$ cat config.mk
export PLATFORM = sky130hd
export DESIGN_NAME = interact_regbank_flat
export DESIGN_NICKNAME = d
export VERILOG_FILES = /design/src/rtl/interact_regbank_if.sv /design/src/rtl/interact_regbank.sv /design/src/flat_wrapper.sv
export SDC_FILE = /design/constraint.sdc
export NUM_CORES = 1
export LEC_CHECK = 0
export ABC_AREA = 1
export BUFFER_PORTS_ARGS = -buffer_cell sky130_fd_sc_hd__buf_2
export CORE_AREA = 2 2 312 160
export CTS_CLUSTER_SIZE = 14
export DETAILED_ROUTE_END_ITERATION = 8
export DIE_AREA = 0 0 314 162
export GPL_TIMING_DRIVEN = 1
export PLACE_DENSITY_LB_ADDON = 0.08
export SYNTH_ARGS = -nofsm -noshare
export SYNTH_HDL_FRONTEND = slang
export SYNTH_SLANG_ARGS = --single-unit
$ cat constraint.sdc
create_clock -name clk_74a -period 24.2 [get_ports clk_74a]
set_clock_uncertainty 0.1 [all_clocks]
set_input_delay 2.42 -clock clk_74a [delete_from_list [all_inputs] [get_ports clk_74a]]
set_output_delay 2.42 -clock clk_74a [all_outputs]
set_load 0.05 [all_outputs]
$ cat src/rtl/interact_regbank_if.sv
// Host bridge bus into the settings register bank.
// The master drives address, strobes and write data; the bank returns registered read data.
interface interact_regbank_if;
   logic [31:0] bridge_addr;
   logic        bridge_wr;
   logic [31:0] bridge_wr_data;
   logic        bridge_rd;
   logic [31:0] bridge_rd_data;

   modport master (
      output bridge_addr, bridge_wr, bridge_wr_data, bridge_rd,
      input  bridge_rd_data
   );

   modport slave (
      input  bridge_addr, bridge_wr, bridge_wr_data, bridge_rd,
      output bridge_rd_data
   );
endinterface

$ cat src/rtl/interact_regbank.sv
// Bridge settings register bank with per-register update strobes and a
// retriggerable core-reset pulse generator, all in the clk_74a domain.
module interact_regbank #(
   parameter int unsigned          NUM_REGS     = 16,
   parameter logic [31:0]          BASE_ADDR    = 32'hF1000000,
   parameter int unsigned          STRIDE_LOG2  = 24,
   parameter logic [31:0]          CMD_ADDR     = 32'hF0000000,
   parameter logic [NUM_REGS-1:0]  RESET_MASK   = NUM_REGS'(16'h0009),
   parameter int unsigned          RESET_CYCLES = 8000
) (
   input  logic                     clk_74a,
   input  logic                     reset,
   interact_regbank_if.slave        bridge,
   output logic [NUM_REGS*32-1:0]   regs_flat,
   output logic [NUM_REGS-1:0]      reg_upd,
   output logic                     reset_sw
);

   localparam int unsigned       CNT_W    = $clog2(RESET_CYCLES + 1);
   localparam logic [CNT_W-1:0]  CNT_LOAD = CNT_W'(RESET_CYCLES);
   localparam logic [CNT_W-1:0]  CNT_ONE  = CNT_W'(1);

   logic [NUM_REGS-1:0] hit_c;
   logic                cmd_hit_c;
   logic                rd_hit_c;
   logic                trigger_c;
   logic [31:0]         rd_mux_c;
   logic [CNT_W-1:0]    cnt;

   // Address decode: one exact-match comparator per register slot
   always_comb begin
      hit_c = '0;
      for (int unsigned i = 0; i < NUM_REGS; i++) begin
         hit_c[i] = (bridge.bridge_addr == (BASE_ADDR + (32'(i) << STRIDE_LOG2)));
      end
   end

   always_comb begin
      rd_mux_c = '0;
      for (int unsigned i = 0; i < NUM_REGS; i++) begin
         if (hit_c[i]) rd_mux_c = regs_flat[32*i +: 32];
      end
   end

   assign cmd_hit_c = (bridge.bridge_addr == CMD_ADDR);
   assign rd_hit_c  = |hit_c;
   assign trigger_c = bridge.bridge_wr && (cmd_hit_c || (|(hit_c & RESET_MASK)));

   // Register storage and update strobes; strobe coincides with the new value
   always_ff @(posedge clk_74a or posedge reset) begin
      if (reset) begin
         regs_flat <= '0;
         reg_upd   <= '0;
      end else begin
         reg_upd <= bridge.bridge_wr ? hit_c : '0;
         for (int unsigned i = 0; i < NUM_REGS; i++) begin
            if (bridge.bridge_wr && hit_c[i]) regs_flat[32*i +: 32] <= bridge.bridge_wr_data;
         end
      end
   end

   // Read port; unmapped reads hold the previous data
   always_ff @(posedge clk_74a or posedge reset) begin
      if (reset) begin
         bridge.bridge_rd_data <= '0;
      end else if (bridge.bridge_rd) begin
         if (rd_hit_c)       bridge.bridge_rd_data <= rd_mux_c;
         else if (cmd_hit_c) bridge.bridge_rd_data <= {31'b0, ~reset_sw};
      end
   end

   // Core-reset pulse: trigger reloads the counter, even on the expiry cycle
   always_ff @(posedge clk_74a or posedge reset) begin
      if (reset) begin
         cnt      <= CNT_LOAD;
         reset_sw <= 1'b1;
      end else if (trigger_c) begin
         cnt      <= CNT_LOAD;
         reset_sw <= 1'b1;
      end else if (cnt != '0) begin
         cnt      <= cnt - CNT_ONE;
         reset_sw <= (cnt != CNT_ONE);
      end else begin
         reset_sw <= 1'b0;
      end
   end

endmodule

$ cat src/flat_wrapper.sv
// flat-port wrapper written by rule: the top's interface ports become plain ports
module interact_regbank_flat 
#(
   parameter int unsigned          NUM_REGS     = 16,
   parameter logic [31:0]          BASE_ADDR    = 32'hF1000000,
   parameter int unsigned          STRIDE_LOG2  = 24,
   parameter logic [31:0]          CMD_ADDR     = 32'hF0000000,
   parameter logic [NUM_REGS-1:0]  RESET_MASK   = NUM_REGS'(16'h0009),
   parameter int unsigned          RESET_CYCLES = 8000
)
  (clk_74a, reset, regs_flat, reg_upd, reset_sw, bridge_bridge_addr, bridge_bridge_wr, bridge_bridge_wr_data, bridge_bridge_rd, bridge_bridge_rd_data);
  interact_regbank_if bridge_i ();
  input  logic clk_74a;
  input  logic reset;
  output logic [NUM_REGS*32-1:0] regs_flat;
  output logic [NUM_REGS-1:0] reg_upd;
  output logic reset_sw;
  input wire logic [$bits(bridge_i.bridge_addr)-1:0] bridge_bridge_addr;
  input wire logic [$bits(bridge_i.bridge_wr)-1:0] bridge_bridge_wr;
  input wire logic [$bits(bridge_i.bridge_wr_data)-1:0] bridge_bridge_wr_data;
  input wire logic [$bits(bridge_i.bridge_rd)-1:0] bridge_bridge_rd;
  output wire logic [$bits(bridge_i.bridge_rd_data)-1:0] bridge_bridge_rd_data;
  assign bridge_i.bridge_addr = bridge_bridge_addr;
  assign bridge_i.bridge_wr = bridge_bridge_wr;
  assign bridge_i.bridge_wr_data = bridge_bridge_wr_data;
  assign bridge_i.bridge_rd = bridge_bridge_rd;
  assign bridge_bridge_rd_data = bridge_i.bridge_rd_data;
  interact_regbank #(.NUM_REGS(NUM_REGS), .BASE_ADDR(BASE_ADDR), .STRIDE_LOG2(STRIDE_LOG2), .CMD_ADDR(CMD_ADDR), .RESET_MASK(RESET_MASK), .RESET_CYCLES(RESET_CYCLES)) u_core (.clk_74a(clk_74a), .reset(reset), .bridge(bridge_i), .regs_flat(regs_flat), .reg_upd(reg_upd), .reset_sw(reset_sw));
endmodule
==> impl_metrics.ini, run 1 <==
[cts]
clk_latency_ns = 0.62
cts_tree = yes
cts-resized-gates = 0
cts_setup_buffers = 0
cts_root_buffer = clkbuf_16
clock-sinks = 574
path_clk_slew_ns = 0.06
htree_levels = 2
hold_buffers = 0
cts_inserted_buffers = 51
cts_buffer_depth = 3

[pwr]
leakage_nw = 16.4
finalPower_mw = 1.86
powerDensity_nw_per_um2 = 60.8
vdd_drop_max_mv = 0.0607

[place]
io_buffers = 628
dp_hpwl_mm = 83.3
placed_area_sq_um = 29000
place.gp.congestion = 1.07

[floorplan]
io_pins = 629
coreArea_sq_um = 48000
die_w_microns = 314
die_y_microns = 162
num_rows = 57
start_util = 0.534
die_area_sq_um = 50900

[setup_path]
cp_data_required_time_ns = 24.60
cp-start-kind = input port
crit_path_end_kind = flip-flop
worst-setup-path-type = input port to flip-flop
cp_data_arrival_time_ns = 6.45
crit_path_max_fanout = 42

[worst_hold_path]
hold_class = flip-flop to flip-flop

[drt]
viasPerCell = 6.06
vias = 26300
drt-initial-drc-count = 4504
totalWireLength_mm = 114
ant_nets = 0
dr.pass1.iters = 8
drc_errors = 0
wire_per_inst_microns = 26.3

[yosys]
synth_xor_area_frac = 0.00171
syn_avg_cell_area_sq_um = 8.13
synth_top_family_by_area = simple AND/OR/NAND/NOR gates
ys_warn_count = 0
synth-compound-area-share = 0.133
synth_mux_area_frac = 0.000391
yosys.area_share.simple = 0.249
yosysSeqAreaShare = 0.561
synthAdderAreaFrac = 0.000977
ys_seq_elements = 574
syn_nets = 3222
netlist_area_sq_um = 25600
synth_area_leaders = dfrtp_1, nand2_1, o21ai_0
synth_cells = 3152
synth_top_area_share = 0.554
synth_cell_types = 42
yosysTopAreaCell = dfrtp_1

[layout]
area_delta_synth_final_pct = 19.5
final_nets = 3721
multiInputGateArea_sq_um = 9880
n_fill_cell = 4200
regArea_sq_um = 14400
design_area_sq_um = 30600
drive_above_1_share = 0.217

[grt]
grt_max_degree = 186
grt_first_pass_wirelength_mm = 162
antenna_found_initial = 2
grt_pass1_vias = 23100
grtUsageTotal = 0.438
gr-total-overflow = 0

[run]
maxCapViolations = 0

[timing]
finalCriticalPeriod_ns = 6.05
relSlewSlack = 0.129
fmax_ghz = 0.165
rsz0062_at_grt = no
setup_viol = 0
timing.hold.ws_ns = 0.371
fin_tns_setup_ns = 0
tightest_slew_ns = 1.30
hold_viol = 0
maxSlewViolCount = 0
period_share = 0.250

[outcome]
status = completed
[through the flow]
stage,util,cells,setup slack [ns]
final,0.638,4333,18.15
after global routing,0.638,4332,17.94
after CTS,0.638,4332,18.33
after detailed placement,0.604,4247,17.68
after global placement,0.604,4247,17.76
after floorplan,-,3152,5.63
[sequential cells by signal (all words and copies together), names as in the netlist]
| name | cells |
|---|---|
| u_core.regs_flat | 512 |
| u_core.bridge.bridge_rd_data | 32 |
| u_core.reset_sw | 1 |
| u_core.reg_upd | 16 |
| u_core.cnt | 13 |
[where the power goes]
group	switching, mW	internal, mW	leakage (nW)
logic	0.0489	0.00610	7.69
clock network	0.381	0.468	0.815
registers	0.000000256	0.959	7.94
total	0.429	1.43	16.4
[critical path: stages]
cell	delay (ns)
buf_2	0.10
nor2_1	0.16
nand4_2	0.33
nor2_4	0.18
buf_4	0.50
nand2_2	0.62
o21ai_0	0.36
o21bai_1	0.25
nand3_1	0.23
nand2_1	0.12
nand4_1	0.26
o21bai_1	0.46
nand3_1	0.26
nand2_1	0.11
nand2_1	0.05
[placed cells by master, fill, tap and decap left out, drive strengths merged, types with 38 or more instances in the layout]
cell type     n
a21oi        91
buf         650
clkbuf       71
dfrtp       567
inv         148
nand2      1030
nand3       130
nand4        71
nor2        265
nor3         38
o21ai       563
[path summary, 6_finish.rpt]
check                                           startpoint                                     endpoint  slack (ns)  cells after the start
setup / recovery                    bridge_bridge_addr[19]  u_core.bridge.bridge_rd_data[3]$_DFFE_PP0P_       18.15                     15
hold / removal                  u_core.cnt[12]$_DFFE_PP1P_                   u_core.cnt[12]$_DFFE_PP1P_        0.37                      2
setup reg to reg           u_core.regs_flat[3]$_DFFE_PP0P_  u_core.bridge.bridge_rd_data[3]$_DFFE_PP0P_       21.17                     12
hold reg to reg                 u_core.cnt[12]$_DFFE_PP1P_                   u_core.cnt[12]$_DFFE_PP1P_        0.37                      2
max in group asynchronous                            reset             u_core.regs_flat[24]$_DFFE_PP0P_       19.89                      4
min in group asynchronous                            reset            u_core.regs_flat[292]$_DFFE_PP0P_        1.82                      2
[routing by layer]
metal | GRT usage | share of wire | vias to the layer above
li1 | - | - | 11300
met1 | 0.678 | 0.42 | 12800
met2 | 0.546 | 0.38 | 2028
met3 | 0.192 | 0.17 | 212
met4 | 0.116 | 0.030 | 2
met5 | 0 | 0.000079 | -
[cells in the mapped netlist, drive strengths merged]
cell type and n:
a31oi 6, o21bai 2, a211oi 4, nor2 265
o21ai 563, buf 45, xor2 4, nor3 38
dfstp 7, nand3 130, nand3b 2, dfrtp 567
a311oi 1, nand2 1030, nand4 71, o22ai 2
and2 1, mux2i 1, nor4b 1, inv 147
nor4 6, clkinv 2, nor3b 2, clkbuf 159
o211ai 1, xnor2 1, a21oi 91, ha 2
o41ai 1
[area by class of cell]
cell class | count | share of cell area
Antenna cell | 1 | 0.0000817
Clock inverter | 14 | 0.00699
Sequential cell | 574 | 0.469
Clock buffer | 71 | 0.0471
Multi-Input combinational cell | 2225 | 0.323
Timing Repair Buffer | 650 | 0.109
Inverter | 149 | 0.0185
Tap cell | 649 | 0.0265
[kinds of logic (layout without fill, tap and decap cells)]
logic type,Yosys count,after routing
muxes,1,1
and+or+nand+nor,1546,1546
xor gates and xnor gates,5,5
DFF,574,574
buffers and inverters,353,884
adders and majority gates,2,2
other,0,1
AOI/OAI and AO/OA,671,671
Note: power is estimated with default switching activity, not from simulation.
==> inputs of run 2 (changes only) <==
==> constraint.sdc (replaced) <==
create_clock -name clk_74a -period 5.7 [get_ports clk_74a]
set_clock_uncertainty 0.1 [all_clocks]
set_input_delay 0.57 -clock clk_74a [delete_from_list [all_inputs] [get_ports clk_74a]]
set_output_delay 0.57 -clock clk_74a [all_outputs]
set_load 0.05 [all_outputs]
==> run 2 against run 1 <==
Net effect: first-iteration DRC count rose by 11%; routed wire length grew 4.2%; clock-buffer cell count is 6 higher; core utilization is 0.22 points higher; via count is 2.0% higher; flip-flop and latch count did not move; sequential power rose to 4.2 times the previous value; global-route usage rose by 1.9 points; non-clock buffer count rose by 8; die area did not move; highest routed layer unchanged.
==> impl_metrics.ini, run 2 (same netlist as run 1, synthesis figures left out) <==
[layout]
final_common_cell = nand2_1
n_fill_cell = 4173
design_area_sq_um = 30700
largest_register = u_core.regs_flat
final_nets = 3729
area_delta_synth_final_pct = 19.9
instances_no_fill = 4347
drive_above_1_share = 0.217
reg.largest.list = u_core.regs_flat: 512 flops, u_core.bridge.bridge_rd_data: 32 flops, u_core.reg_upd: 16 flops
utilization = 0.640
mostFrequentLayoutCells = nand2_1, buf_2, dfrtp_1, o21ai_0, nor2_1
largest_reg_flops = 512

[grt]
grtUsageTotal = 0.457
grt_max_degree = 154
grt_first_pass_wirelength_mm = 167
gr-total-overflow = 0
antenna_found_initial = 6
grt_pass1_vias = 23200

[worst_hold_path]
whs_path_depth = 3
hold_class = input port to flip-flop

[place]
dp_hpwl_mm = 89.1
placed_area_sq_um = 29100
io_buffers = 628
place.gp.congestion = 1.07
dp_cells = 4254

[cts]
clk_latency_ns = 0.61
cts_buffer_depth = 3
cts_root_buffer = clkbuf_16
cts_inserted_buffers = 51
path_clk_slew_ns = 0.07
cts_setup_buffers = 0
htree_levels = 2
cts_tree = yes
clock-sinks = 574

[run]
maxCapViolations = 0

[outcome]
status = completed

[timing]
finalCriticalPeriod_ns = 3.92
hold_viol = 0
relSlewSlack = 0.187
timing.hold.ws_ns = 0.108
maxSlewViolCount = 0
fin_tns_setup_ns = 0
tightest_slew_ns = 1.21
fmax_ghz = 0.255
rsz0062_at_grt = no
period_share = 0.687
setup_viol = 0

[setup_path]
crit_path_cell_trace = buf_2 > nor2_2 > nand2_1 > nor2_4 > nand3_2 > buf_4 > nor2_1 > inv_1 > nor2_1 > inv_1 > o21ai_0 > a31oi_1 > nand2_1 > nand3_1 > nand2_1 > nand2_1
crit_path_end_kind = flip-flop
crit_path_max_fanout = 33
rrSetupSlack_ns = 2.82
path_buf_inv = 4
crit_path_start = bridge_bridge_addr[21]
cp_data_arrival_time_ns = 4.32
cp_slowest_stage_delay_ns = 0.61
crit_path_end = u_core.bridge.bridge_rd_data[4]$_DFFE_PP0P_
path_common_cell = nand2_1
reg2reg_from = u_core.regs_flat[106]$_DFFE_PP0P_
r2r-end = u_core.bridge.bridge_rd_data[10]$_DFFE_PP0P_
cp.depth = 16
reg2reg_depth = 10
cp-start-kind = input port
crit_slowest_cell = nor2_1
cp_data_required_time_ns = 6.10
worst-setup-path-type = input port to flip-flop
critPathTopFamily = simple AND/OR/NAND/NOR gates

[floorplan]
die_y_microns = 162
die_w_microns = 314
die_area_sq_um = 50900
io_pins = 629
start_util = 0.534
coreArea_sq_um = 48000
num_rows = 57

[pwr]
clock_power_share = 0.457
powerDensity_nw_per_um2 = 258
seqPwrFrac = 0.513
switching_share = 0.231
leakage_nw = 16.5
comb_power_share = 0.030
vdd_drop_max_mv = 0.228
intPower_mw = 6.10
p_sw_mw = 1.83

[drt]
viasPerCell = 6.16
drt-initial-drc-count = 4993
drc_errors = 0
wire_per_inst_microns = 27.3
vias = 26800
totalWireLength_mm = 119
ant_nets = 0
dr.pass1.iters = 7
==> run 2: cell types whose count changed in the layout (fill, tap and decap cells not counted) <==
cell	previous run	this run
inv_8	1	0
clkbuf_8	7	5
clkbuf_1	12	19
dlygate4sd3_1	0	1
clkinvlp_4	0	2
inv_6	1	0
clkinv_8	1	0
clkbuf_16	52	53
buf_4	20	24
diode_2	1	2
buf_12	2	5
==> run 2: worst min-delay path: cells and delay by family <==
| family | cells | cell delay (ns) |
|---|---|---|
| compound gates | 1 | 0.06 |
| buf+inv | 1 | 0.11 |
| simple gates | 1 | 0.05 |
==> run 2: area by class of cell <==
type	count	area, sq um	area share
clock buffer	77	1470	0.0477
tap	649	812	0.0264
antenna	2	5.00	0.000163
inverter	149	563	0.0183
multi-input combinational	2225	9880	0.322
sequential	574	14400	0.468
timing repair buffer	658	3430	0.112
clock inverter	13	196	0.00639
==> run 2: power groups by stage <==
| stage | Sequential, mW | Combinational [mW] | Clock (mW) |
|---|---|---|---|
| 6_report | 4.07 | 0.238 | 3.62 |
| 5_1_grt | 4.07 | 0.254 | 3.78 |
| 4_1_cts | 4.07 | 0.229 | 3.59 |
| 3_5_place_dp | 4.15 | 0.228 | 0 |
| 3_3_place_gp | 4.15 | 0.225 | 0 |
| 2_1_floorplan | 4.15 | 0.113 | 0 |
==> run 2: repair_timing <==
action / CTS / global route
setup endpoints to repair: 0 / 0
gates resized for setup: 0 / 0
hold buffers: 1 / 0
hold endpoints to repair: 27 / 0
==> run 2: worst min-delay path by stage <==
stage / startpoint / end / slack (ns)
2_1_floorplan: u_core.cnt[12]$_DFFE_PP1P_ / u_core.cnt[12]$_DFFE_PP1P_ / 0.35
3_3_place_gp: u_core.cnt[12]$_DFFE_PP1P_ / u_core.cnt[12]$_DFFE_PP1P_ / 0.36
3_5_place_dp: u_core.cnt[12]$_DFFE_PP1P_ / u_core.cnt[12]$_DFFE_PP1P_ / 0.36
4_1_cts: bridge_bridge_wr_data[8] / u_core.regs_flat[200]$_DFFE_PP0P_ / 0.1
5_1_grt: bridge_bridge_wr_data[8] / u_core.regs_flat[200]$_DFFE_PP0P_ / 0.1
6_report: bridge_bridge_wr_data[31] / u_core.regs_flat[191]$_DFFE_PP0P_ / 0.11
==> run 2: stage by stage <==
stage,worst slack [ns],power (mW)
after global routing,1.69,8.11
final,1.78,7.93
after detailed placement,1.49,4.38
after floorplan,-2.78,4.27
after global placement,1.47,4.37
after CTS,2.10,7.89
==> run 2: metal layers <==
metal	global-route usage	up-vias	routed length [microns]
met2	0.530	2246	42700
met4	0.130	14	3980
met1	0.695	13000	48700
met5	0.0483	-	377
li1	-	11300	-
met3	0.260	231	22900
